File: src/rtl/seven_seg_scan_decoder.sv
// ---------------------------------------------------------------------------
// seven_seg_scan_decoder
//
// Purpose:
//   Receive side of a multiplexed 7-segment display. The scanned segment and
//   digit-select pins are synchronized and polarity-corrected. A glitch filter
//   requires STABLE_CYCLES identical samples before a digit is captured. Each
//   captured segment pattern is decoded back to BCD, and digits are assembled
//   into complete frames.
//
// Ports:
//   clk           in   system clock (single domain)
//   rst           in   synchronous active-high reset
//   en            in   1: decode; 0: freeze outputs, clear filter, no captures
//   seg_in        in   [6:0] segments {g,f,e,d,c,b,a}, asynchronous pins
//   digit_sel_in  in   [NUM_DIGITS-1:0] one-hot digit select, bit0 = LSD
//   bcd_out       out  [4*NUM_DIGITS-1:0] last complete frame, digit i at [4i+3:4i]
//   frame_valid   out  one-cycle pulse when bcd_out/frame_err update
//   frame_err     out  published frame contained an undecodable digit
//   signal_lost   out  no capture for TIMEOUT_CYCLES cycles
// ---------------------------------------------------------------------------
module seven_seg_scan_decoder #(
    parameter int NUM_DIGITS     = 3,
    parameter int STABLE_CYCLES  = 4,
    parameter int TIMEOUT_CYCLES = 4096,
    parameter int SEG_ACT_LOW    = 0,
    parameter int SEL_ACT_LOW    = 0
) (
    input  logic                    clk,
    input  logic                    rst,
    input  logic                    en,
    input  logic [6:0]              seg_in,
    input  logic [NUM_DIGITS-1:0]   digit_sel_in,
    output logic [4*NUM_DIGITS-1:0] bcd_out,
    output logic                    frame_valid,
    output logic                    frame_err,
    output logic                    signal_lost
);

    localparam int CNT_W = (STABLE_CYCLES > 2) ? $clog2(STABLE_CYCLES) : 1;
    localparam int TO_W  = $clog2(TIMEOUT_CYCLES + 1);
    localparam int S_W   = NUM_DIGITS + 7;

    localparam logic [CNT_W-1:0] CNT_MAX = CNT_W'(STABLE_CYCLES - 1);
    localparam logic [TO_W-1:0]  TO_MAX  = TO_W'(TIMEOUT_CYCLES);

    typedef enum logic {
        SETTLE = 1'b0,
        HOLD   = 1'b1
    } state_t;

    // Returns {err, code}. Blank (all segments off) decodes to F without error.
    // Alternate 6/7/9 glyphs (with or without the extra tail segment) are accepted.
    function automatic logic [4:0] decode_seg(input logic [6:0] s);
        logic [4:0] r;
        case (s)
            7'h3F:        r = {1'b0, 4'd0};
            7'h06:        r = {1'b0, 4'd1};
            7'h5B:        r = {1'b0, 4'd2};
            7'h4F:        r = {1'b0, 4'd3};
            7'h66:        r = {1'b0, 4'd4};
            7'h6D:        r = {1'b0, 4'd5};
            7'h7D, 7'h7C: r = {1'b0, 4'd6};
            7'h07, 7'h27: r = {1'b0, 4'd7};
            7'h7F:        r = {1'b0, 4'd8};
            7'h6F, 7'h67: r = {1'b0, 4'd9};
            7'h00:        r = {1'b0, 4'hF};
            default:      r = {1'b1, 4'hE};
        endcase
        return r;
    endfunction

    logic [6:0]              seg_p0, seg_p1;
    logic [NUM_DIGITS-1:0]   sel_p0, sel_p1;
    logic [6:0]              seg;
    logic [NUM_DIGITS-1:0]   sel;
    logic [S_W-1:0]          sample, prev_p2;
    logic [CNT_W-1:0]        cnt, cnt_nxt;
    logic                    same, onehot, capture, complete;
    logic [4:0]              dec;
    logic [4*NUM_DIGITS-1:0] shadow, shadow_nxt;
    logic [NUM_DIGITS-1:0]   seen, seen_nxt;
    logic                    err, err_nxt;
    logic [TO_W-1:0]         tcnt, tcnt_nxt;
    state_t                  state, state_nxt;

    // Stage p1 output: synchronized pins, polarity corrected
    assign seg    = (SEG_ACT_LOW != 0) ? ~seg_p1 : seg_p1;
    assign sel    = (SEL_ACT_LOW != 0) ? ~sel_p1 : sel_p1;
    assign sample = {sel, seg};

    always_comb begin
        same    = (sample == prev_p2);
        onehot  = $onehot(sel);
        dec     = decode_seg(seg);
        cnt_nxt = '0;
        if (same) begin
            cnt_nxt = (cnt == CNT_MAX) ? cnt : cnt + 1'b1;
        end
        // cnt_nxt reaching the maximum means STABLE_CYCLES identical samples,
        // including the current one, so the capture lands on this edge.
        capture = en && (state == SETTLE) && onehot && (cnt_nxt == CNT_MAX);

        state_nxt = state;
        if (!en) begin
            state_nxt = SETTLE;
        end else begin
            case (state)
                SETTLE:  if (capture) state_nxt = HOLD;
                HOLD:    if (!same) state_nxt = SETTLE;
                default: state_nxt = SETTLE;
            endcase
        end

        shadow_nxt = shadow;
        seen_nxt   = seen;
        err_nxt    = err;
        if (capture) begin
            for (int i = 0; i < NUM_DIGITS; i++) begin
                if (sel[i]) shadow_nxt[4*i +: 4] = dec[3:0];
            end
            seen_nxt = seen | sel;
            err_nxt  = err | dec[4];
        end
        complete = capture && (&seen_nxt);

        tcnt_nxt = tcnt;
        if (capture) begin
            tcnt_nxt = '0;
        end else if (en && (tcnt != TO_MAX)) begin
            tcnt_nxt = tcnt + 1'b1;
        end
    end

    always_ff @(posedge clk) begin
        if (rst) begin
            state <= SETTLE;
        end else begin
            state <= state_nxt;
        end
    end

    // Stage p0/p1: two-flop synchronizer; stage p2: filter and frame assembly
    always_ff @(posedge clk) begin
        if (rst) begin
            seg_p0      <= '0;
            seg_p1      <= '0;
            sel_p0      <= '0;
            sel_p1      <= '0;
            prev_p2     <= '0;
            cnt         <= '0;
            seen        <= '0;
            err         <= 1'b0;
            tcnt        <= '0;
            bcd_out     <= '1;
            frame_valid <= 1'b0;
            frame_err   <= 1'b0;
            signal_lost <= 1'b1;
        end else begin
            seg_p0      <= seg_in;
            seg_p1      <= seg_p0;
            sel_p0      <= digit_sel_in;
            sel_p1      <= sel_p0;
            prev_p2     <= sample;
            cnt         <= en ? cnt_nxt : '0;
            tcnt        <= tcnt_nxt;
            frame_valid <= complete;
            if (complete) begin
                bcd_out   <= shadow_nxt;
                frame_err <= err_nxt;
                seen      <= '0;
                err       <= 1'b0;
            end else begin
                seen <= seen_nxt;
                err  <= err_nxt;
            end
            // Kept as a flag rather than decoded from tcnt so that it reads as
            // lost straight out of reset, before any digit has been seen.
            if (capture) begin
                signal_lost <= 1'b0;
            end else if (tcnt_nxt == TO_MAX) begin
                signal_lost <= 1'b1;
            end
        end
    end

    // Digit values are pure data; stale entries are masked by the seen bits.
    always_ff @(posedge clk) begin
        shadow <= shadow_nxt;
    end

endmodule

File: config.mk
export PLATFORM = sky130hd
export DESIGN_NAME = seven_seg_scan_decoder
export DESIGN_NICKNAME = d
export VERILOG_FILES = /design/src/rtl/seven_seg_scan_decoder.sv
export SDC_FILE = /design/constraint.sdc
export NUM_CORES = 1
export LEC_CHECK = 0
export CAP_MARGIN = 0
export CORE_MARGIN = 3
export CORE_UTILIZATION = 52
export CTS_CLUSTER_SIZE = 28
export DETAILED_ROUTE_END_ITERATION = 10
export PLACE_DENSITY = 0.76
export REMOVE_ABC_BUFFERS = 1
export SLEW_MARGIN = 20
export SYNTH_ARGS = -nofsm -noshare
export SYNTH_HDL_FRONTEND = slang
export SYNTH_SLANG_ARGS = --single-unit
export TNS_END_PERCENT = 100
File: constraint.sdc
create_clock -name clk -period 3 [get_ports clk]
set_input_delay 0.9 -clock clk [delete_from_list [all_inputs] [get_ports clk]]
set_output_delay 0.9 -clock clk [all_outputs]
set_load 0.005 [all_outputs]
==> flow_summary.ini <==
[timing]
period_share_pct = 96.2
period_needed_ns = 2.89
max_freq_mhz = 346
rsz0062_at_grt = false
hold_viol = 0
slew_headroom_pct = 51.8
holdWs_ns = 0.441
worstMarginPinSlew_ns = 0.719
fin_skew_ns = 0.0111
drv_slew = 0
setup_viol = 0

[placement]
hpwl_um = 4810
portBuffers = 27
place_area_um2 = 3760
place_congestion = 0.832

[drt]
drtIter0Drc = 156
dr_total_vias = 2636
routed_wl_um = 6900
viasPerCell = 5.55
wire_per_inst_um = 14.5
ant_nets = 0
drc = 0
firstDrtPassIters = 4

[die]
io_pins = 28
die_area_um2 = 7390
core-area_um2 = 6060
start_util_pct = 54.9
die_x_um = 86.0
fp.dieH_um = 86.0
rows = 28

[synth]
yosys_register_bits = 77
synth-compound-area-share_pct = 12.3
yosys_warnings = 0
async_flop_share_pct = 0
synth-simple-area-share_pct = 26.7
avgSynthCellArea_um2 = 9.40
ys_seq_area_share_pct = 46.3
synth_top_family_by_area = simple AND/OR/NAND/NOR gates
ys_types = 50
synth_edf_count = 0
synth_area_um2 = 3330
synthAdderAreaFrac_pct = 1.35
postSynth.topFlopCell = dfxtp_1
synthMuxAreaShare_pct = 3.54
netlist_instances = 354
yosys.area_share.xor_xnor_pct = 6.32

[setup_path]
crit_type = reg2reg
worstPathCellList = inv_2 -> fa_1 -> or3b_4 -> or4_4 -> nor4_4 -> mux2_4 -> o31a_1
max_stage_delay_ns = 0.61
startpoint_type = flop
regToRegSetupSlack_ns = 0.11
worstPathRequired_ns = 3.25
arrival_ns = 3.14
critPathCaptureType = flop
crit_fanout = 5
critPathSlowestCell = or4_4

[power_and_ir_drop]
power_leakage_uw = 0.00157
power.density_nw_per_um2 = 495
ir_drop_uv = 390

[outcome]
outcome = complete, no violations

[finish]
multi_input_area_um2 = 1680
fin_nets = 411
drive_above_1_share_pct = 17.3
syn2layout_area_growth_pct = 20.3
stdcell_area_um2 = 4000
fillers = 498
seq_area_um2 = 1550
diodes = 0

[clock_tree]
cts_max_level = 3
clk_latency_ns = 0.36
cts_made_buffers = 9
cts_max_path_buffers = 2
clk_pin_slew_worst_paths_ns = 0.09
cts_sinks = 77
cts-root-buf = clkbuf_8
cts_tree = done

[grt]
grt_pass1_wl_um = 11600
grt_overflow = 0
antenna_found_initial = 0
grt_max_degree = 31
grt_pass1_vias = 2456
globalRouteTotalUtil_pct = 20.1

[worst_hold_path]
hold_path.class = reg2reg

[job]
cap_violations = 0
==> cell type report <==
class	count	area share [%]
multi-input cells	247	42.1
clock inverters	7	1.84
repair buffers	49	11.0
clock buffers	9	3.09
inverters	11	1.03
well taps	75	2.34
flip-flops and latches	77	38.6
==> worst paths after layout <==
| path | start | to | cells after the start |
|---|---|---|---|
| setup / recovery | sel[1]$_SDFF_PP0_ | bcd_out[10]$_SDFFE_PP1P_ | 7 |
| hold / removal | seg_p0[1]$_SDFF_PP0_ | seg[1]$_SDFF_PP0_ | 1 |
| setup reg to reg | sel[1]$_SDFF_PP0_ | bcd_out[10]$_SDFFE_PP1P_ | 7 |
| hold reg to reg | seg_p0[1]$_SDFF_PP0_ | seg[1]$_SDFF_PP0_ | 1 |
==> cells in the final DEF, fill, tap and decap left out, types with 3 or more instances in the layout <==
master           netlist  final
buf_4                  0     21
a211oi_1               6      6
nor4_1                 5      5
xor2_1                12     12
xnor2_1               12     12
inv_2                  0      3
a21bo_2                3      3
mux2i_1                5      5
inv_1                 11      8
dfxtp_1               77     74
mux2_2                 6      4
and4_1                 4      4
clkbuf_8               0      9
o21ai_0                7      7
nand3_1                8      8
or2_2                  3      3
clkdlybuf4s50_1        0     25
nand2_1               20     20
and3_1                 7      7
inv_6                  0      3
o31ai_1                6      6
nor2b_1               28     28
nand4_1                7      7
nor3_1                10      9
o31a_1                 4      4
nor2_1                39     39
a21oi_1               16     16
nor4_4                 3      3
dfxtp_2                0      3
==> cell families after synthesis <==
family                     count (synthesis)
xor gates and xnor gates                  24
buffers and inverters                     30
DFF                                       77
AOI/OAI and AO/OA                         57
muxes                                     11
and+or+nand+nor                          152
adders and majority gates                  3
==> worst max-delay path: cells and delay by family, from the launching register on <==
kind	cells	cell delay, ns
compound gates	1	0.27
fa+ha+maj	1	0.44
buf+inv	1	0.05
flops	1	0.38
mux	1	0.34
simple gates	3	1.30
==> Yosys cell counts, types with 3 or more instances <==
cell	number	share of area, %
clkbuf_1	16	1.8
xor2_1	12	3.2
and3_1	7	1.3
buf_2	3	0.45
nor2_1	39	4.4
nand4_1	7	1.3
nand2_1	20	2.3
o21ai_0	7	1.1
a211oi_1	6	1.4
xnor2_1	12	3.2
inv_1	11	1.2
o31ai_1	6	1.4
a21oi_1	16	2.4
nand3_1	8	1.2
dfxtp_1	77	46
a21bo_2	3	0.90
mux2i_1	5	1.5
nor2b_1	28	5.3
nor3_1	10	1.5
or2_2	3	0.56
and4_1	4	1.1
nor4_1	5	0.94
mux2_2	6	2.0
nor4_4	3	1.9
o31a_1	4	1.1
==> per-layer routing <==
layer | vias up | global-route usage [%] | part of all wire [%]
met5 | - | 0 | 0
met4 | 0 | 9.93 | 1.4
met3 | 8 | 5.19 | 5.4
met2 | 82 | 31.5 | 47
met1 | 1223 | 25.7 | 46
li1 | 1323 | - | -
==> per-stage QoR <==
stage	instances	setup WS [ns]	setup TNS, ns	util (%)	power, uW
after CTS	475	0.00309	0	66.0	2000
after floorplan	335	0.0775	0	-	1170
after detailed placement	455	-0.499	-6.88	62.1	1230
final	475	0.113	0	66.1	1980
after global placement	455	-0.444	-5.96	62.0	1230
after global routing	475	0.0248	0	66.1	2070
==> state kept, by name (all words and copies together) (netlist names) <==
signal,count
frame_err,1
shadow,12
cnt,2
state,1
seg,7
tcnt,13
signal_lost,1
frame_valid,1
bcd_out,12
err,1
seen,3
seg_p0,7
prev_p2,10
sel,3
sel_p0,3
==> where the power goes <==
group,leakage [uW],switching [uW],internal (uW)
clock network,0.000101,442,329
logic,0.000844,82.8,63.6
registers,0.000630,19.9,1050
==> timing repair <==
action                                  4_1_cts  5_1_grt
endpoints found under the setup margin        4        3
setup buffers                                 4        0
resized for setup                             9        1
pin swaps                                     3        2
hold buffers                                  0        0
gates cloned                                  0        0
No activity file was read; power rests on OpenSTA's default activity.
